--- config.mk ---
export PLATFORM = sky130hd
export DESIGN_NAME = rca_seq_arbiter
export DESIGN_NICKNAME = d
export VERILOG_FILES = /design/src/rtl/rca_seq_arbiter.sv
export SDC_FILE = /design/constraint.sdc
export NUM_CORES = 1
export LEC_CHECK = 0
export ABC_AREA = 1
export CAP_MARGIN = 20
export CORE_ASPECT_RATIO = 0.75
export CORE_UTILIZATION = 30
export DETAILED_ROUTE_END_ITERATION = 8
export PLACE_DENSITY = 0.63
export SKIP_LAST_GASP = 1
export SLEW_MARGIN = 0
export SYNTH_ARGS = -nofsm -noshare
export SYNTH_HDL_FRONTEND = slang
export SYNTH_SLANG_ARGS = --single-unit
--- constraint.sdc ---
create_clock -name clk -period 5.95 [get_ports clk]
set_clock_uncertainty 0.1 [all_clocks]
set_input_delay 1.4875 -clock clk [delete_from_list [all_inputs] [get_ports clk]]
set_output_delay 1.4875 -clock clk [all_outputs]
set_load 0.005 [all_outputs]
--- src/rtl/rca_seq_arbiter.sv ---
// rca_seq_arbiter
//   Two-requester round-robin front end for a shared 4-bit ripple-carry slice.
//   Each accepted operand pair is added one nibble per cycle, LSB first,
//   over NIB = WIDTH/4 passes. The result is presented with a valid/ready
//   handshake.
//
// Ports
//   clk, rst_n            clock (rising edge), asynchronous active-low reset
//   req0_valid/ready/a/b  requester 0 operand handshake
//   req1_valid/ready/a/b  requester 1 operand handshake
//   res_valid/ready       result handshake
//   res_sum               WIDTH+1 bit unsigned sum (MSB = final carry)
//   res_id                requester that owns res_sum
//   busy                  high while an add is in flight or its result is pending
module rca_seq_arbiter #(
    parameter int unsigned WIDTH = 16
) (
    input  logic             clk,
    input  logic             rst_n,
    input  logic             req0_valid,
    output logic             req0_ready,
    input  logic [WIDTH-1:0] req0_a,
    input  logic [WIDTH-1:0] req0_b,
    input  logic             req1_valid,
    output logic             req1_ready,
    input  logic [WIDTH-1:0] req1_a,
    input  logic [WIDTH-1:0] req1_b,
    output logic             res_valid,
    input  logic             res_ready,
    output logic [WIDTH:0]   res_sum,
    output logic             res_id,
    output logic             busy
);

    localparam int unsigned NIB = WIDTH / 4;
    localparam int unsigned CW  = (NIB > 1) ? $clog2(NIB) : 1;

    typedef enum logic [1:0] {
        IDLE,
        ADD,
        DONE
    } state_t;

    state_t           state;
    logic             ptr;      // requester favoured when both are valid
    logic             carry;
    logic [CW-1:0]    cnt;
    logic [WIDTH-1:0] op_a;
    logic [WIDTH-1:0] op_b;
    logic [WIDTH-1:0] acc;      // sum nibbles, filled from the top

    logic             grant0;
    logic             grant1;
    logic [4:0]       c;
    logic [3:0]       slice_sum;
    logic             slice_cout;
    logic [WIDTH-1:0] next_acc;

    always_comb begin
        grant0 = req0_valid && (!req1_valid || !ptr);
        grant1 = req1_valid && (!req0_valid || ptr);
    end

    // Readies are gated by rst_n so they drop immediately on reset assertion.
    always_comb begin
        req0_ready = rst_n && (state == IDLE) && grant0;
        req1_ready = rst_n && (state == IDLE) && grant1;
    end

    // 4-bit ripple of full adders; bit-0 carry-in comes from the carry register.
    always_comb begin
        c         = '0;
        slice_sum = '0;
        c[0]      = carry;
        for (int unsigned i = 0; i < 4; i++) begin
            slice_sum[i] = op_a[i] ^ op_b[i] ^ c[i];
            c[i+1]       = (op_a[i] & op_b[i]) | (c[i] & (op_a[i] ^ op_b[i]));
        end
        slice_cout = c[4];
    end

    // New nibble enters at the top; concatenate-then-shift keeps WIDTH == 4 legal.
    always_comb begin
        next_acc = WIDTH'({slice_sum, acc} >> 4);
    end

    always_ff @(posedge clk or negedge rst_n) begin
        if (!rst_n) begin
            state     <= IDLE;
            res_valid <= 1'b0;
            res_sum   <= '0;
            res_id    <= 1'b0;
            busy      <= 1'b0;
            ptr       <= 1'b0;
            carry     <= 1'b0;
            cnt       <= '0;
            op_a      <= '0;
            op_b      <= '0;
            acc       <= '0;
        end else begin
            case (state)
                IDLE: begin
                    if (grant0 || grant1) begin
                        op_a   <= grant1 ? req1_a : req0_a;
                        op_b   <= grant1 ? req1_b : req0_b;
                        res_id <= grant1;
                        ptr    <= ~grant1;
                        carry  <= 1'b0;
                        cnt    <= '0;
                        busy   <= 1'b1;
                        state  <= ADD;
                    end
                end
                ADD: begin
                    op_a  <= op_a >> 4;
                    op_b  <= op_b >> 4;
                    acc   <= next_acc;
                    carry <= slice_cout;
                    cnt   <= cnt + CW'(1);
                    if (cnt == CW'(NIB - 1)) begin
                        res_sum   <= {slice_cout, next_acc};
                        res_valid <= 1'b1;
                        state     <= DONE;
                    end
                end
                DONE: begin
                    if (res_ready) begin
                        res_valid <= 1'b0;
                        busy      <= 1'b0;
                        state     <= IDLE;
                    end
                end
                default: state <= IDLE;
            endcase
        end
    end

endmodule

==> flow_metrics.env <==
export IMPL_viasPerCell=4.42
export IMPL_ant_nets=0
export IMPL_synth_seq_cells=70
export IMPL_status="complete, no violations"
export IMPL_post_layout_total_power_uw=2560
export IMPL_num_vias=3075
export IMPL_yosysUniqueCellTypes=26
export IMPL_cts_max_path_buffers=2
export IMPL_grt_pass1_wl_um=14100
export IMPL_relSlewSlack_pct=37.5
export IMPL_yosys_area_top_type_share_pct=49.2
export IMPL_antenna_found_initial=0
export IMPL_start_kind="input port"
export IMPL_cp_required_ns=4.36
export IMPL_cts_tree="yes"
export IMPL_ys_dominant_reg_cell="dfrtp_1"
export IMPL_regToRegSetupSlack_ns=3.63
export IMPL_drc=0
export IMPL_boundaryPins=91
export IMPL_fin_crit_sh_pct=80.2
export IMPL_avgSynthCellArea_um2=7.92
export IMPL_cts_hold_buf=0
export IMPL_finalWirelength_um=8360
export IMPL_ys_seq_area_share_pct=49.2
export IMPL_grt_use_total_pct=14.7
export IMPL_criticalPathCategory="in2out"
export IMPL_tightest_slew_ns=0.935
export IMPL_yosysWarningCount=0
export IMPL_core_region_area_um2=11600
export IMPL_finalSetupViolations=0
export IMPL_mostFrequentLayoutCells="nand2_1 (163), clkdlybuf4s50_1 (89), nand3_1 (76), dfrtp_1 (70), inv_1 (38)"
export IMPL_start_util_pct=30.8
export IMPL_grt_overflow=0
export IMPL_synth_nets=524
export IMPL_setup_tns_ns=0
export IMPL_synthTopCellsByArea="dfrtp_1 (49%), nand2_1 (17%), nand3_1 (11%)"
export IMPL_critPathSlowestCell="clkdlybuf4s50_1"
export IMPL_crit_fanout=18
export IMPL_antenna_cells=0
export IMPL_power_leakage_uw=0.00235
export IMPL_vdd_drop_max_mv=0.210
export IMPL_synth_edf_count=0
export IMPL_crit_start="req0_valid"
export IMPL_ff2ff_path_depth=8
export IMPL_power_density_nw_per_um2=526
export IMPL_r2r_start="carry$_DFFE_PN0P_"
export IMPL_min_delay_start="res_sum[9]$_DFFE_PN0P_"
export IMPL_ctsResizeCount=0
export IMPL_postCtsSetupBuffers=0
export IMPL_timing_fmax_mhz=210
export IMPL_postSynth_asyncResetShare_pct=100
export IMPL_cts_root_buf="clkbuf_16"
export IMPL_clkSlewWorstSetupHoldPaths_ns=0.05
export IMPL_hold_violations=0
export IMPL_cts_sinks=70
export IMPL_die_area_um2=12300
export IMPL_min_period_ns=4.77
export IMPL_grt_start_max_net_pins=71
export IMPL_gp_congestion=0.798
export IMPL_cts_buffers=9
export IMPL_drive_gt1_share_pct=6.75
export IMPL_worst_hold_path_type="reg2reg"
export IMPL_drv_slew=0
export IMPL_max_stage_delay_ns=0.52
export IMPL_firstDrtPassIters=4
export IMPL_crit_path_cell_trace="clkdlybuf4s50_1 > nand2_2 > nand2_2 > nor2_1 > clkdlybuf4s50_1"
export IMPL_die_h_um=96.4
export IMPL_synth_top_area_cell="dfrtp_1"
export IMPL_drtIter0Drc=219
export IMPL_rows=34
export IMPL_endpoint_kind="output port"
export IMPL_die_w_um=128
export IMPL_drv_cap=0
export IMPL_htreeDepth=3
export IMPL_dp_hpwl_um=5960
export IMPL_final_common_cell="nand2_1"
export IMPL_port_buffers=90
export IMPL_hold_path_cell_count=2
export IMPL_clock_latency_ns=0.33
export IMPL_rsz0062_at_grt="no"
export IMPL_wl_per_cell_um=12.0
export IMPL_syn_area_um2=3560
export IMPL_fillers=1177
export IMPL_syn_to_final_growth_pct=36.5
export IMPL_nets=603
export IMPL_arrival_ns=3.18
export IMPL_grt_pass1_vias=2968
export IMPL_syn_instance_count=450
## layer usage
metal	share of wire (%)	global-route usage, %	routed length (um)	vias to the layer above
met5	0	0	0	-
met2	44	22.2	3640	86
li1	-	-	-	1587
met1	51	19.9	4230	1394
met4	1.1	3.92	95	0
met3	4.7	5.18	395	8
## layout make-up
type / instances / area [um2] / share of cell area [%]
Multi-Input combinational cell: 314 / 1500 / 30.8
Tap cell: 162 / 203 / 4.17
Sequential cell: 70 / 1750 / 36.0
Clock inverter: 6 / 111 / 2.29
Timing Repair Buffer: 92 / 913 / 18.8
Clock buffer: 9 / 225 / 4.63
Inverter: 42 / 163 / 3.34
## power breakdown
group,internal [uW],leakage (uW),switching [uW],total (uW)
sequential,713,0.000872,123,836
clock,407,0.000161,195,602
combinational,455,0.00132,664,1120
## flip-flops by register name, summed over array words and instances, names as in the netlist, 2 cells and up
register,flops
acc,12
cnt,2
res_sum,17
op_a,16
state,2
op_b,16
## kinds of logic (layout without fill, tap and decap cells)
group / count (synthesis) / in the layout / share of synthesized area [%]
flip-flops: 70 / 70 / 49.2
buffers and inverters: 66 / 149 / 8.81
AND/OR/NAND/NOR: 276 / 276 / 34.7
adder cells (fa/ha/maj): 5 / 5 / 2.60
AO/OA/AOI/OAI: 33 / 33 / 4.74
## worst max-delay path, delay by kind of cell
kind                   cells  cell delay [ns]
buffers and inverters      2             0.98
AND/OR/NAND/NOR            3             0.72
## per-stage QoR
step,area (um2),hold WS (ns),worst slack [ns],instances,util (%)
after floorplan,3560,0.342,2.26,450,-
after global placement,4530,0.354,1.23,680,39.1
after detailed placement,4530,0.358,1.19,680,39.1
after CTS,4860,0.373,1.19,695,42.0
after global routing,4860,0.404,1.00,695,42.0
final,4860,0.373,1.18,695,42.0
## cell usage after synthesis (2+ instances only)
cell type  instances
nand2_1          163
nor2_1             4
nand2_2            6
nand4_1            8
nand3_1           76
o21ai_1            4
dfrtp_1           70
buf_2              9
inv_2              2
or2_0             11
fa_1               4
buf_4              3
or2_2              5
clkbuf_1           6
o21ai_0           26
inv_4              2
inv_1             38
buf_6              5
## final timing paths
check / to
max in group asynchronous: state[1]$_DFFE_PN0P_
min: res_sum[9]$_DFFE_PN0P_
max: req1_ready
min reg2reg: res_sum[9]$_DFFE_PN0P_
max reg2reg: res_sum[15]$_DFFE_PN0P_
min in group asynchronous: res_sum[3]$_DFFE_PN0P_
No activity file was read; power rests on OpenSTA's default activity.
